[src/rtl/fadd_result_buffer.sv]
// fadd_result_buffer
// Show-ahead result FIFO placed directly behind the fadd stage. It also tracks
// operations issued to fadd but not yet returned, and only grants issue_ok
// while every outstanding result is guaranteed a free slot.
// Sticky err_ovf / err_spur flags record dropped and unexpected results.
//
// Optional feature: define FADD_RESULT_NAN_FLAG_EN to store a per-entry NaN
// bit (presented as out_nan) and a saturating 16-bit pushed-NaN counter
// (nan_cnt). Without the macro, neither port nor the extra storage exists.
module fadd_result_buffer #(
    parameter int WIDTH = 32,
    parameter int DEPTH = 8,
    parameter int CNT_W = $clog2(DEPTH) + 1
) (
    input  logic             clk,
    input  logic             rst,
    input  logic             issue,
    input  logic             res_val,
    input  logic [WIDTH-1:0] res,
    output logic             issue_ok,
    output logic             out_valid,
    output logic [WIDTH-1:0] out_data,
    input  logic             out_ready,
    output logic [CNT_W-1:0] count,
    output logic [CNT_W-1:0] inflight,
    output logic             err_ovf,
    output logic             err_spur,
    input  logic             err_clr
`ifdef FADD_RESULT_NAN_FLAG_EN
    ,
    output logic             out_nan,
    output logic [15:0]      nan_cnt
`endif
);

    localparam int PTR_W = $clog2(DEPTH);
    localparam logic [CNT_W-1:0] DEPTH_C = CNT_W'(DEPTH);
    // count + inflight can reach 2*DEPTH, so the sum needs one extra bit
    localparam logic [CNT_W:0]   DEPTH_S = (CNT_W + 1)'(DEPTH);

`ifdef FADD_RESULT_NAN_FLAG_EN
    localparam int ENT_W = WIDTH + 1;
`else
    localparam int ENT_W = WIDTH;
`endif

    logic [ENT_W-1:0] mem [DEPTH];

    logic [PTR_W-1:0] wr_ptr_q, wr_ptr_d;
    logic [PTR_W-1:0] rd_ptr_q, rd_ptr_d;
    logic [CNT_W-1:0] count_q, count_d;
    logic [CNT_W-1:0] inflight_q, inflight_d;
    logic             err_ovf_q, err_ovf_d;
    logic             err_spur_q, err_spur_d;

    logic             push;
    logic             pop;
    logic             inflight_inc;
    logic             inflight_dec;
    logic [CNT_W:0]   committed;
    logic [ENT_W-1:0] wr_entry;
    logic [ENT_W-1:0] rd_entry;

`ifdef FADD_RESULT_NAN_FLAG_EN
    logic             wr_nan;
    logic [15:0]      nan_cnt_q, nan_cnt_d;
`endif

    // Handshake decode, credit check and next-state for pointers, counters and flags.
    always_comb begin
        wr_ptr_d     = wr_ptr_q;
        rd_ptr_d     = rd_ptr_q;
        count_d      = count_q;
        inflight_d   = inflight_q;

        // Credits come from registers only, so issue_ok never depends on same-cycle inputs
        committed    = {1'b0, count_q} + {1'b0, inflight_q};
        issue_ok     = (committed < DEPTH_S);

        pop          = (count_q != '0) && out_ready;
        // A pop frees the slot this cycle, so a full FIFO can still accept
        push         = res_val && ((count_q != DEPTH_C) || pop);

        if (push) wr_ptr_d = wr_ptr_q + PTR_W'(1);
        if (pop)  rd_ptr_d = rd_ptr_q + PTR_W'(1);

        if (push && !pop)      count_d = count_q + CNT_W'(1);
        else if (!push && pop) count_d = count_q - CNT_W'(1);

        // Issues made while issue_ok is low are issuer errors and earn no credit
        inflight_inc = issue && issue_ok && (inflight_q != DEPTH_C);
        inflight_dec = res_val && (inflight_q != '0);
        if (inflight_inc && !inflight_dec)      inflight_d = inflight_q + CNT_W'(1);
        else if (!inflight_inc && inflight_dec) inflight_d = inflight_q - CNT_W'(1);

        // Set has priority over a same-cycle clear
        err_ovf_d    = (res_val && !push) || (err_ovf_q && !err_clr);
        err_spur_d   = (res_val && (inflight_q == '0)) || (err_spur_q && !err_clr);
    end

`ifdef FADD_RESULT_NAN_FLAG_EN
    // Classify the incoming result and advance the saturating NaN counter.
    always_comb begin
        wr_nan    = (res[30:23] == 8'hFF) && (res[22:0] != 23'd0);
        wr_entry  = {wr_nan, res};
        nan_cnt_d = err_clr ? 16'd0 : nan_cnt_q;
        if (push && wr_nan && (nan_cnt_d != 16'hFFFF)) nan_cnt_d = nan_cnt_d + 16'd1;
    end
`else
    // Entries hold the raw result only.
    always_comb begin
        wr_entry = res;
    end
`endif

    // Control state; async reset discards all buffered and in-flight bookkeeping.
    always_ff @(posedge clk or posedge rst) begin
        if (rst) begin
            wr_ptr_q   <= '0;
            rd_ptr_q   <= '0;
            count_q    <= '0;
            inflight_q <= '0;
            err_ovf_q  <= 1'b0;
            err_spur_q <= 1'b0;
        end else begin
            wr_ptr_q   <= wr_ptr_d;
            rd_ptr_q   <= rd_ptr_d;
            count_q    <= count_d;
            inflight_q <= inflight_d;
            err_ovf_q  <= err_ovf_d;
            err_spur_q <= err_spur_d;
        end
    end

`ifdef FADD_RESULT_NAN_FLAG_EN
    // NaN counter register.
    always_ff @(posedge clk or posedge rst) begin
        if (rst) nan_cnt_q <= 16'd0;
        else     nan_cnt_q <= nan_cnt_d;
    end
`endif

    // Storage write; the array is not reset, validity is tracked by count.
    always_ff @(posedge clk) begin
        if (push) mem[wr_ptr_q] <= wr_entry;
    end

    // Show-ahead read: the head entry is always driven; no same-cycle bypass.
    assign rd_entry  = mem[rd_ptr_q];
    assign out_data  = rd_entry[WIDTH-1:0];
    assign out_valid = (count_q != '0);
    assign count     = count_q;
    assign inflight  = inflight_q;
    assign err_ovf   = err_ovf_q;
    assign err_spur  = err_spur_q;

`ifdef FADD_RESULT_NAN_FLAG_EN
    assign out_nan   = rd_entry[WIDTH];
    assign nan_cnt   = nan_cnt_q;
`endif

endmodule

[config.mk]
export PLATFORM = sky130hd
export DESIGN_NAME = fadd_result_buffer
export DESIGN_NICKNAME = d
export VERILOG_FILES = /design/src/rtl/fadd_result_buffer.sv
export SDC_FILE = /design/constraint.sdc
export NUM_CORES = 1
export LEC_CHECK = 0
export BUFFER_PORTS_ARGS = -buffer_cell sky130_fd_sc_hd__buf_2
export CAP_MARGIN = 20
export CORE_UTILIZATION = 60
export CTS_BUF_LIST = sky130_fd_sc_hd__clkbuf_16
export DETAILED_ROUTE_END_ITERATION = 10
export HOLD_SLACK_MARGIN = 0.06
export PLACE_DENSITY = 0.8
export SYNTH_ARGS = -nofsm -noshare
export SYNTH_HDL_FRONTEND = slang
export SYNTH_SLANG_ARGS = --single-unit
[constraint.sdc]
create_clock -name clk -period 7.6 [get_ports clk]
set_input_delay 0.76 -clock clk [delete_from_list [all_inputs] [get_ports clk]]
set_output_delay 0.76 -clock clk [all_outputs]
set_load 0.01 [all_outputs]
; ---- Yosys cells after proc, flatten, opt, wreduce, memory -nomap -nowiden
; Memories as Yosys holds them, arrays and structs flattened.
; Index checks and enable logic that the tools add are counted.
[totals]
register_bits = 16
ramBits = 256
word_cells = 49
out_inout_bits = 44
input_bits = 38
mem_count = 1
[mem_list]
columns = name, depth, word_bits, rd, rd_clocked_by_memory_dff, write_ports, line
row1 = mem, 8, 32, 1, 0, 1, 47  ; logic [ENT_W-1:0] mem [DEPTH];
[op_classes]
n_mux = 6
eq_ne = 2
n_addsub = 7
magnitude_cmp = 1
reduce_logical = 26
[op_table]
columns = cell, n
row1 = 2-to-1 mux 4 bit, 4
row2 = logical AND 1 bit, 13
row3 = adder 4 x 1 -> 4 bit (second input constant), 2
row4 = != test 4 bit (second input constant), 2
row5 = nonzero test 4 bit, 2
row6 = subtractor 4 x 1 -> 4 bit (second input constant), 2
row7 = adder 3 x 1 -> 3 bit (second input constant), 2
row8 = adder 4 x 4 -> 5 bit, 1
row9 = logical NOT 1 bit, 5
row10 = < comparator 5 x 4 -> 1 bit (second input constant), 1
row11 = logical NOT 4 bit, 1
row12 = nonzero test 2 bit, 2
row13 = logical OR 1 bit, 3
row14 = 2-to-1 mux 1 bit, 2

; ---- Logic depth before layout (Yosys ltp)
; Gate-level depths: netlist (run 1).
[depth]
depth_word = 8
depth_mapped = 10
depth_no_buf = 10

; ---- Least setup slack after synthesis (run 1)
; Ideal clock, no wire load.
[synth_path]
kind = input to register
from = input port out_ready
to = memory mem[0][0] in the netlist's numbering, enable pin
n_path_buf = 0
setup_slack_ns = 2.989
required_time_ns = 7.099
arrival_time_ns = 4.110
cell_stages = 3
setup_ns = 0.501
path_cell_list = nand2b_1 -> o21ai_2 -> nor4_1
[synth_between]
elab_chain_cells = 5
[synth_rtl]
columns = element, line
row1 = start: declaration, 23  ; input logic out_ready,
row2 = logical AND 1 bit, 80  ; pop = (count_q != '0) && out_ready;
row3 = logical OR 1 bit, 82  ; push = res_val && ((count_q != DEPTH_C) || pop);
row4 = logical AND 1 bit, 82
row5 = 2-to-1 mux 1 bit, 145  ; if (push) mem[wr_ptr_q] <= wr_entry;
row6 = 2-to-1 mux 1 bit (not written as such), 145
row7 = end: declaration, 47
; Every way passes these cells.

; ---- Worst setup path after layout (run 1)
[layout_path]
from = register rd_ptr_q[0]
to = output port out_data[5]
[layout_between]
elab_chain_cells = 1
[layout_rtl]
columns = element, line
row1 = start: declaration, 50  ; logic [PTR_W-1:0] rd_ptr_q, rd_ptr_d;
row2 = start signal: assignment, 127  ; rd_ptr_q <= rd_ptr_d;
row3 = memory (8 x 32 bit), -
row4 = end: declaration, 22  ; output logic [WIDTH-1:0] out_data,
; Every way passes these cells.

==> metrics.md, run 1 <==
| Metric | Value |
|---|---|
| Area Growth Syn to Fin | `15.2%` |
| I/O pins | `82` |
| Vias post-DR | `5077` |
| Worst setup EP type | `output port` |
| Reg2reg setup slack | `4.41 ns` |
| Routed WL | `19100 um` |
| Slew Limit Headroom | `0.328` |
| Ys flop type | `edfxtp_1` |
| CTS Root Cell | `clkbuf_16` |
| Worst path top cell family by delay | `multiplexers` |
| Hold_buf cts | `0` |
| Gr ovfl total | `0` |
| Initial antenna violation count | `1` |
| Die Area | `18600 um^2` |
| Clk_skew | `0.0164 ns` |
| Number of flops mapped to enable cells by yosys | `256` |
| Final Setup Violations | `0` |
| Number of global-route vias before repair | `5241` |
| Lkg Pwr | `0.00426 uW` |
| Vias per inst | `6.15` |
| CTS tree | `done` |
| Cell count after synthesis | `476` |
| Critical path data arrival time | `3.09 ns` |
| WP buf/inv | `2` |
| Mapped cell area | `10800 um^2` |
| Critical-path cell list | `buf_4 > mux4_1 > mux2_2 > buf_2` |
| Post-CTS Setup Inserts | `0` |
| Final slew viol count | `0` |
| FF-to-FF Start | `inflight[1]` |
| Worst min-delay path category | `primary input to asynchronous set/reset pin` |
| Min Tclk post-route | `3.85 ns` |
| Post-layout nets | `630` |
| Post-Place Cells | `775` |
| Status | `finished clean` |
| Port Buffers | `81` |
| Maximum clock rate | `0.260 GHz` |
| Crit-path max FO | `40` |
| Final Non-Filler Cells | `826` |
| CP Class | `flop to output port` |
| Clock-pin slew on the worst setup and hold paths | `0.06 ns` |
| Yosys reg bits | `272` |
| Fill cells | `1016` |
| Type of origin of the critical path | `flop` |
| Post-synth cell types | `40` |
| Synth async-reset ratio | `0.0588` |
| Die Y | `136 um` |
| Final period util | `0.507` |
| Worst r2r path cells | `10` |
| Starting Density | `0.619` |
| Worst slack at placement | `4.23 ns` |
| Final core occ | `0.713` |
| HPWL after DPL | `11000 um` |
| Ys Warns | `0` |
| Clk buf depth | `3` |
| Max-cap viol count | `0` |
| Net Count, Synth | `527` |
| Final worst slack | `3.75 ns` |
| Share of cells above drive strength 1 | `0.377` |
| Routed len/inst | `23.2 um` |
| Seq/Total Area, Yosys | `0.748` |
| RSZ-0062 raised after global routing | `false` |
| Average cell area after synthesis | `22.7 um^2` |
| Htree depth | `1` |
| Critical path's slowest cell | `dfrtp_4` |
| Pwr per Cell Area | `394 nW/um^2` |
| RR Endpoint | `inflight[3]` |
| Hold Vio Cnt, Final | `0` |
| Residual DRC | `0` |
| Worst-Skew Late Latency | `0.53 ns` |
| CTS Sinks | `272` |
| Initial drt markers | `391` |
| Worst Max-Slew Pin Slew | `1.01 ns` |
| Largest net degree at the start of global routing | `41` |
| First-pass GRT wire length | `29800 um` |
| VDD IR-drop max | `0.278 mV` |
| DR pass1 iterations | `4` |
| Core area | `17500 um^2` |
| GRT Overall Usage | `0.220` |
| Critical Path RT | `6.84 ns` |
| Row cnt | `48` |
| Worst path max stage delay | `0.75 ns` |
| Routed Antenna Nets | `0` |
| Final GP Congestion | `0.738` |
| TritonCTS Buffers | `27` |
| Post-CTS sizing | `0` |
| Setup_tns | `0 ns` |
| Die Span X | `136 um` |
cells in the mapped netlist (all sizes together) (2+ instances only):
cell	number	area [um^2]
mux2i	2	20.0
mux2	36	405
nand3	5	25.0
inv	6	22.5
o21ai	3	18.8
a21oi	3	15.0
mux4	64	1540
xnor2	8	70.1
or4	3	22.5
or3	5	31.3
nor3	6	30.0
nand2b	3	18.8
fa	2	40.0
ha	11	138
buf	14	126
nand2	5	18.8
nor2	4	15.0
clkbuf	6	22.5
dfrtp	16	400
edfxtp	256	7690
nand3b	4	30.0
o211ai	3	22.5
state kept, by name, summed over array words and instances (netlist names):
name and count:
count 4, err_ovf 1, err_spur 1, inflight 4
mem 256, rd_ptr_q 3, wr_ptr_q 3
cells by family after synthesis:
kind of cell             after synthesis  synth area share
AND/OR/NAND/NOR                       37            0.0189
AO/OA/AOI/OAI                         18            0.0133
adder cells (fa/ha/maj)               13            0.0164
XOR/XNOR                               8           0.00648
multiplexers                         102             0.181
buffers and inverters                 26            0.0158
flip-flops                           272             0.748
routing by layer:
metal	vias up	routed length (um)	track usage
met5	-	0	0
met4	0	319	0.0605
met3	34	1400	0.0391
met2	174	9630	0.367
met1	2632	7770	0.301
li1	2237	-	-
layout by cell type, fill, tap and decap left out, types with 3 or more instances in the layout:
master	instances
buf_4	13
xnor2_1	8
clkinv_2	3
or3_1	5
mux4_1	25
mux2_2	34
nand3_1	5
o211ai_1	3
inv_1	9
clkinvlp_4	7
clkbuf_16	27
nor3_2	4
ha_1	11
nand3b_1	4
or4_1	3
nor2_4	3
nand2b_1	3
mux4_2	39
bufinv_16	5
a21oi_1	3
edfxtp_1	256
dfrtp_1	13
buf_2	81
nand2_1	5
cell type report:
type / instances / area (um^2) / area share
sequential: 272 / 8090 / 0.650
multi-input combinational: 178 / 2610 / 0.209
clock buffer: 27 / 676 / 0.0542
timing repair buffer: 94 / 503 / 0.0404
tap: 225 / 282 / 0.0226
clock inverter: 23 / 270 / 0.0217
inverter: 6 / 22.5 / 0.00181
antenna: 1 / 2.50 / 0.000201
worst max path at each step:
stage	cells past startpoint	start	slack (ns)	to
4_1_cts	4	rd_ptr_q[0]	3.67	out_data[14]
6_report	4	rd_ptr_q[0]	3.75	out_data[5]
3_5_place_dp	4	rd_ptr_q[0]	4.23	out_data[31]
5_1_grt	4	rd_ptr_q[0]	3.56	out_data[5]
2_1_floorplan	3	out_ready	2.99	mem[0][0]
3_3_place_gp	4	rd_ptr_q[0]	4.28	out_data[31]
power by group:
group | internal [uW] | total (uW) | switching (uW)
clock network | 825 | 1380 | 552
logic | 745 | 1420 | 670
registers | 1900 | 2110 | 217
total | 3470 | 4910 | 1440
through the flow:
step	hold WS (ns)	total power, uW	area, um^2
2_1_floorplan	0.520	3150	10800
3_3_place_gp	0.477	3530	11500
3_5_place_dp	0.482	3590	11500
4_1_cts	0.312	4960	12500
5_1_grt	0.336	5140	12500
6_report	0.304	4910	12500
No activity file was read; power rests on OpenSTA's default activity.
==> run 2: changes to the inputs <==
- ABC_AREA: not set -> 1
- PLACE_DENSITY: 0.8 -> 0.79
- clock period: 7.6 -> 3.75 ns (I/O delays scaled with it)
==> metrics.md, run 2 <==
| Metric | Value |
|---|---|
| Status | `finished with violations (was finished clean)` |
| Failing checks | `design-rule violations` |
| Initial antenna violation count | `0 (was 1)` |
| Average cell area after synthesis | `11.4 um^2 (was 22.7 um^2)` |
| Worst min-delay path category | `primary input to flop (was primary input to asynchronous set/reset pin)` |
| VDD IR-drop max | `0.691 mV (was 0.278 mV)` |
| First-pass GRT wire length | `37400 um (was 29800 um)` |
| Share of cells above drive strength 1 | `0.139 (was 0.377)` |
| CTS Root Cell | `clkbuf_16 (unchanged)` |
| Final slew viol count | `0 (unchanged)` |
| ANT cells | `0 (was 1)` |
| Core area | `18100 um^2 (was 17500 um^2)` |
| Cell count after synthesis | `989 (was 476)` |
| FF/Latch Area | `8090 um^2 (about the same)` |
| Max-cap viol count | `0 (unchanged)` |
| Crit-path max FO | `57 (was 40)` |
| DR pass1 iterations | `10 (was 4)` |
| Routed Antenna Nets | `0 (unchanged)` |
| Most frequent cell after synthesis | `nand2_1 (was edfxtp_1)` |
| CP startpoint | `rd_ptr_q[0] (unchanged)` |
| Vias per inst | `5.53 (was 6.15)` |
| Starting Density | `0.620 (was 0.619)` |
| Critical Path RT | `3.38 ns (was 6.84 ns)` |
| Ys flop type | `edfxtp_1 (unchanged)` |
| Max reg flops | `256 (unchanged)` |
| Synth area leader | `edfxtp_1 (unchanged)` |
| Type of origin of the critical path | `flop (unchanged)` |
| Residual DRC | `3 (was 0)` |
| Worst-Skew Late Latency | `0.53 ns (about the same)` |
| Post-synth cell types | `25 (was 40)` |
| Area occupied by multi-input gates | `2830 um^2 (was 2610 um^2)` |
| Critical path data arrival time | `2.63 ns (was 3.09 ns)` |
| Mapped cell area | `11200 um^2 (was 10800 um^2)` |
| Worst Max-Slew Pin Slew | `1.09 ns (was 1.01 ns)` |
| Overall Power | `10300 uW (was 4910 uW)` |
| Lkg Pwr | `0.00501 uW (was 0.00426 uW)` |
| Final Setup Violations | `0 (unchanged)` |
| HPWL after DPL | `12900 um (was 11000 um)` |
| Clk buf depth | `3 (unchanged)` |
| Final GP Congestion | `0.794 (was 0.738)` |
| Area Growth Syn to Fin | `13.4% (was 15.2%)` |
| Net Count, Synth | `1040 (was 527)` |
| Die Area | `19300 um^2 (was 18600 um^2)` |
| Number of flops mapped to enable cells by yosys | `256 (unchanged)` |
| Ys Warns | `0 (unchanged)` |
| Die Span X | `139 um (was 136 um)` |
| Ranking of synthesized cells by area | `edfxtp_1 (68%), nand2_1 (10%), nor2_1 (5.7%), o21ai_0 (4.5%), dfrtp_1 (3.6%) (was edfxtp_1 (71%), mux4_2 (8.1%), mux4_1 (6.1%), dfrtp_1 (3.7%), mux2_2 (3.5%))` |
| Worst setup EP type | `output port (unchanged)` |
| Min Tclk post-route | `3.00 ns` |
| Row cnt | `49 (was 48)` |
| Initial drt markers | `550 (was 391)` |
| Clk_skew | `0.0140 ns (was 0.0164 ns)` |
| Synth async-reset ratio | `0.0588 (unchanged)` |
| Top reg by flops | `mem (unchanged)` |
| CTS Sinks | `272 (unchanged)` |
| I/O pins | `82 (unchanged)` |
| Yosys reg bits | `272 (unchanged)` |
| Min-delay src | `res[7]` |
| Fill cells | `1266 (was 1016)` |
| Routed len/inst | `17.7 um (was 23.2 um)` |
| Die Y | `139 um (was 136 um)` |
| Gr ovfl total | `0 (unchanged)` |
| Slew Limit Headroom | `0.272 (was 0.328)` |
| Post-Place Cells | `1269 (was 775)` |
| Hold Vio Cnt, Final | `0 (unchanged)` |
| Vias post-DR | `7299 (was 5077)` |
| FF-to-FF Start | `count[0] (was inflight[1])` |
| Post-synth top cells | `nand2_1 (304), edfxtp_1 (256), nor2_1 (171) (was edfxtp_1 (256), mux4_2 (39), mux2_2 (34))` |
| Post-layout nets | `1121 (was 630)` |
| Most frequent cells in the layout | `nand2_1 (304), edfxtp_1 (256), nor2_1 (167) (was edfxtp_1 (256), buf_2 (81), mux4_2 (39))` |
| CTS tree | `done (unchanged)` |
| Routed WL | `23400 um (was 19100 um)` |
| Pwr per Cell Area | `806 nW/um^2 (was 394 nW/um^2)` |
| Largest net degree at the start of global routing | `67 (was 41)` |
| CP Class | `flop to output port (unchanged)` |
| RSZ-0062 raised after global routing | `false (unchanged)` |
| Seq/Total Area, Yosys | `0.719 (was 0.748)` |
| TritonCTS Buffers | `26 (was 27)` |
| Final period util | `0.800` |
| Clock-pin slew on the worst setup and hold paths | `0.07 ns (was 0.06 ns)` |
| Setup_tns | `0 ns (unchanged)` |
| GRT Overall Usage | `0.248 (was 0.220)` |
| Final Non-Filler Cells | `1319 (was 826)` |
| Top-area cell type share of the netlist area | `0.684 (was 0.711)` |
| Port Buffers | `81 (unchanged)` |
| Number of global-route vias before repair | `7101 (was 5241)` |
| Commonest non-fill, non-tap cell in the layout | `nand2_1 (was edfxtp_1)` |
| Htree depth | `1 (unchanged)` |
| Maximum clock rate | `0.333 GHz` |
[run 2: cell count changes in the layout (fill, tap and decap cells not counted), moves of 4 or more]
cell / change
mux2_2: -34
nor2_1: +166
or3_1: -5
buf_4: +5
mux4_2: -39
nand3b_1: -4
inv_1: +21
o21ai_0: +100
mux4_1: -25
clkinvlp_4: -5
nand2_1: +299
o21ai_1: +30
[run 2: kinds of logic (layout without fill, tap and decap cells)]
kind of cell / Yosys count / in the layout / synth area share
AND/OR/NAND/NOR: 490 / 490 / 0.166
flip-flops: 272 / 272 / 0.719
AO/OA/AOI/OAI: 135 / 135 / 0.0603
buffers and inverters: 72 / 173 / 0.0335
adder cells (fa/ha/maj): 13 / 13 / 0.0158
XOR/XNOR: 7 / 7 / 0.00545
[run 2: critical path, cell delays in order, from the launching register on]
cell and delay [ns]:
dfrtp_4 0.43, clkinv_2 0.56, buf_12 0.44, o21ai_0 0.24
nand2_1 0.10, nand2_1 0.07, nand2_1 0.09, buf_2 0.15
[run 2: final cells by class]
type                            instances  share of cell area
Sequential cell                       272               0.635
Multi-Input combinational cell        645               0.222
Timing Repair Buffer                  102              0.0455
Inverter                               23             0.00687
Clock inverter                         21              0.0156
Tap cell                              229              0.0225
Clock buffer                           27              0.0530
[run 2: final timing paths]
check,cells after the start,slack (ns),to
hold / removal,1,0.12,mem[7][7]
min in group asynchronous,3,0.50,inflight[1]
setup / recovery,7,0.75,out_data[4]
setup reg to reg,7,1.19,mem[4][5]
hold reg to reg,2,0.57,err_ovf
max in group asynchronous,3,2.76,rd_ptr_q[0]
[run 2: where the power goes]
group	switching, uW	internal (uW)	leakage, uW
Combinational	2500	1200	0.00204
Clock	1070	1570	0.000454
Sequential	170	3770	0.00252
Total	3740	6540	0.00501
[run 2: what timing repair did]
action,4_1_cts,5_1_grt
endpoints found under the hold margin,17,0
buffers inserted,0,0
gates resized for setup,0,0
hold buffers,2,0
[run 2: per-layer routing]
layer / up-vias / track usage / part of all wire
met5: - / 0 / 0
met4: 0 / 0.0813 / 0.026
met3: 47 / 0.0311 / 0.060
met2: 264 / 0.422 / 0.50
met1: 3480 / 0.336 / 0.42
li1: 3508 / - / -
[run 2: per-stage QoR]
stage,hold slack [ns],cell area (um^2),setup slack (ns),util
after detailed placement,0.504,11900,1.17,0.653
after CTS,0.104,12800,0.726,0.703
after floorplan,0.289,11200,0.295,-
after global routing,0.111,12800,0.554,0.703
final,0.115,12800,0.748,0.703
after global placement,0.487,11900,1.33,0.653
==> run 3: changes to the inputs <==
- clock period: 3.75 -> 3 ns (I/O delays scaled with it)
==> metrics.md, run 3 (synthesis gave the netlist of run 2 again) <==
| Metric | Value |
|---|---|
| Min Tclk post-route | `2.82 ns` |
| CTS Sinks | `272 (unchanged)` |
| Worst min-delay path category | `primary input to flop (unchanged)` |
| Slew Limit Headroom | `0.426 (was 0.272)` |
| Final GP Congestion | `0.785 (was 0.794)` |
| Clk_skew | `0.0135 ns (was 0.0140 ns)` |
| Gr ovfl total | `0 (unchanged)` |
| Port Buffers | `81 (unchanged)` |
| Most frequent cells in the layout | `nand2_1 (304), edfxtp_1 (256), nor2_1 (167) (unchanged)` |
| Hold path cells | `1 (unchanged)` |
| WP buf/inv | `3 (unchanged)` |
| Die Y | `139 um (unchanged)` |
| Core area | `18100 um^2 (unchanged)` |
| Final worst slack | `0.184 ns (was 0.748 ns)` |
| VDD IR-drop max | `0.790 mV (was 0.691 mV)` |
| Cell Area, Placed | `11900 um^2 (about the same)` |
| Internal power | `8070 uW (was 6540 uW)` |
| Clock network fraction of total power | `0.243 (was 0.257)` |
| Status | `finished with violations (unchanged)` |
| Critical Path RT | `2.70 ns (was 3.38 ns)` |
| Vias post-DR | `7467 (was 7299)` |
| Worst slack at placement | `0.683 ns (was 1.17 ns)` |
| Max reg flops | `256 (unchanged)` |
| Final Setup Violations | `0 (unchanged)` |
| Critical path's slowest cell | `dfrtp_4 (was clkinv_2)` |
| CTS Root Cell | `clkbuf_16 (unchanged)` |
| Worst r2r path cells | `12 (was 7)` |
| Htree depth | `1 (unchanged)` |
| Number of global-route vias before repair | `7376 (was 7101)` |
| Clock-pin slew on the worst setup and hold paths | `0.06 ns (was 0.07 ns)` |
| I/O pins | `82 (unchanged)` |
| HPWL after DPL | `12500 um (was 12900 um)` |
| Cell area after layout | `13100 um^2 (was 12800 um^2)` |
| Vias per inst | `5.54 (was 5.53)` |
| Failing checks | `design-rule violations (unchanged)` |
| CTS tree | `done (unchanged)` |
| RSZ-0062 raised after global routing | `false (unchanged)` |
| Worst Max-Slew Pin Slew | `0.861 ns (was 1.09 ns)` |
| Die Area | `19300 um^2 (unchanged)` |
| CP Class | `flop to output port (unchanged)` |
| TritonCTS Buffers | `27 (was 26)` |
| Maximum clock rate | `0.355 GHz` |
| Setup_tns | `0 ns (unchanged)` |
| Share of cells above drive strength 1 | `0.135 (was 0.139)` |
| Post-layout nets | `1152 (was 1121)` |
| Reg power frac | `0.393 (was 0.383)` |
| Final slew viol count | `0 (unchanged)` |
| Critical path data arrival time | `2.52 ns (was 2.63 ns)` |
| Critical-path cell list | `clkinv_2 > buf_4 > nand2_1 > nand2_1 > nand2_1 > o21ai_1 > nand2_1 > nand2_1 > buf_2 (was clkinv_2 > buf_12 > o21ai_0 > nand2_1 > nand2_1 > nand2_1 > buf_2)` |
| Largest net degree at the start of global routing | `84 (was 67)` |
| Residual DRC | `3 (unchanged)` |
| Clk buf depth | `3 (unchanged)` |
| Fill cells | `1243 (was 1266)` |
| Final core occ | `0.720 (was 0.703)` |
| Routed len/inst | `17.7 um (about the same)` |
| Sw frac | `0.369 (was 0.364)` |
| First-pass GRT wire length | `37600 um (was 37400 um)` |
| CP most frequent cell | `nand2_1 (unchanged)` |
| Starting Density | `0.620 (unchanged)` |
| Worst-Skew Late Latency | `0.54 ns (was 0.53 ns)` |
| Routed Antenna Nets | `0 (unchanged)` |
| Top reg by flops | `mem (unchanged)` |
| Post-CTS Setup Inserts | `0 (unchanged)` |
| WP depth | `9 (was 7)` |
| Worst setup EP type | `output port (unchanged)` |
| Routed WL | `23900 um (was 23400 um)` |
| Gate power share | `0.364 (was 0.360)` |
| Lkg Pwr | `0.00513 uW (was 0.00501 uW)` |
| Post-CTS sizing | `0 (unchanged)` |
| Crit-path max FO | `48 (was 57)` |
| Initial drt markers | `667 (was 550)` |
| Worst path top cell family by delay | `buffers and inverters (unchanged)` |
| Worst path max stage delay | `0.69 ns (was 0.56 ns)` |
| ANT cells | `0 (unchanged)` |
| Row cnt | `49 (unchanged)` |
| DR pass1 iterations | `10 (unchanged)` |
| Type of origin of the critical path | `flop (unchanged)` |
| Area Growth Syn to Fin | `16.2% (was 13.4%)` |
| Commonest non-fill, non-tap cell in the layout | `nand2_1 (unchanged)` |
| Initial antenna violation count | `0 (unchanged)` |
| Overall Power | `12800 uW (was 10300 uW)` |
| Pwr per Cell Area | `979 nW/um^2 (was 806 nW/um^2)` |
| Max-cap viol count | `0 (unchanged)` |
| GRT Overall Usage | `0.253 (was 0.248)` |
| Final period util | `0.939` |
| Hold Vio Cnt, Final | `0 (unchanged)` |
| Switching pwr | `4720 uW (was 3740 uW)` |
| Die Span X | `139 um (unchanged)` |
run 3: area by class of cell:
type,count,area [um^2],share of cell area
clock inverters,19,139,0.0106
multi-input cells,645,2830,0.217
inverters,23,87.6,0.00670
well taps,229,287,0.0219
repair buffers,132,956,0.0732
clock buffers,27,676,0.0517
flip-flops and latches,272,8090,0.619
run 3: per-stage QoR:
stage	cells	hold slack, ns
6_report	1347	0.0711
5_1_grt	1347	0.0691
4_1_cts	1347	0.0602
3_5_place_dp	1269	0.404
3_3_place_gp	1269	0.406
2_1_floorplan	989	0.214
run 3: timing repair:
action | CTS | global route
endpoints found under the hold margin | 255 | 0
hold buffers | 32 | 0
endpoints found under the setup margin | 0 | 0
run 3: path summary, 6_finish.rpt:
path | slack, ns | start | end
max in group asynchronous | 2.10 | rst | rd_ptr_q[0]
max | 0.18 | rd_ptr_q[0] | out_data[17]
max reg2reg | 0.67 | count[0] | count[3]
min in group asynchronous | 0.41 | rst | wr_ptr_q[2]
min | 0.07 | res[9] | mem[6][9]
min reg2reg | 0.54 | wr_ptr_q[0] | wr_ptr_q[0]
run 3: power groups by stage:
stage	Clock (uW)	Combinational (uW)	Sequential [uW]
6_report	3110	4650	5030
5_1_grt	3290	5210	5080
4_1_cts	3160	4660	5020
2_1_floorplan	0	3220	5000
3_5_place_dp	0	4570	5100
3_3_place_gp	0	4460	5070
run 3: routing by layer:
metal  vias up  wire (um)  track usage
met4         0        599       0.0959
li1       3578          -            -
met5         -          0            0
met1      3576       9650        0.327
met2       256      12200        0.440
met3        57       1470       0.0325
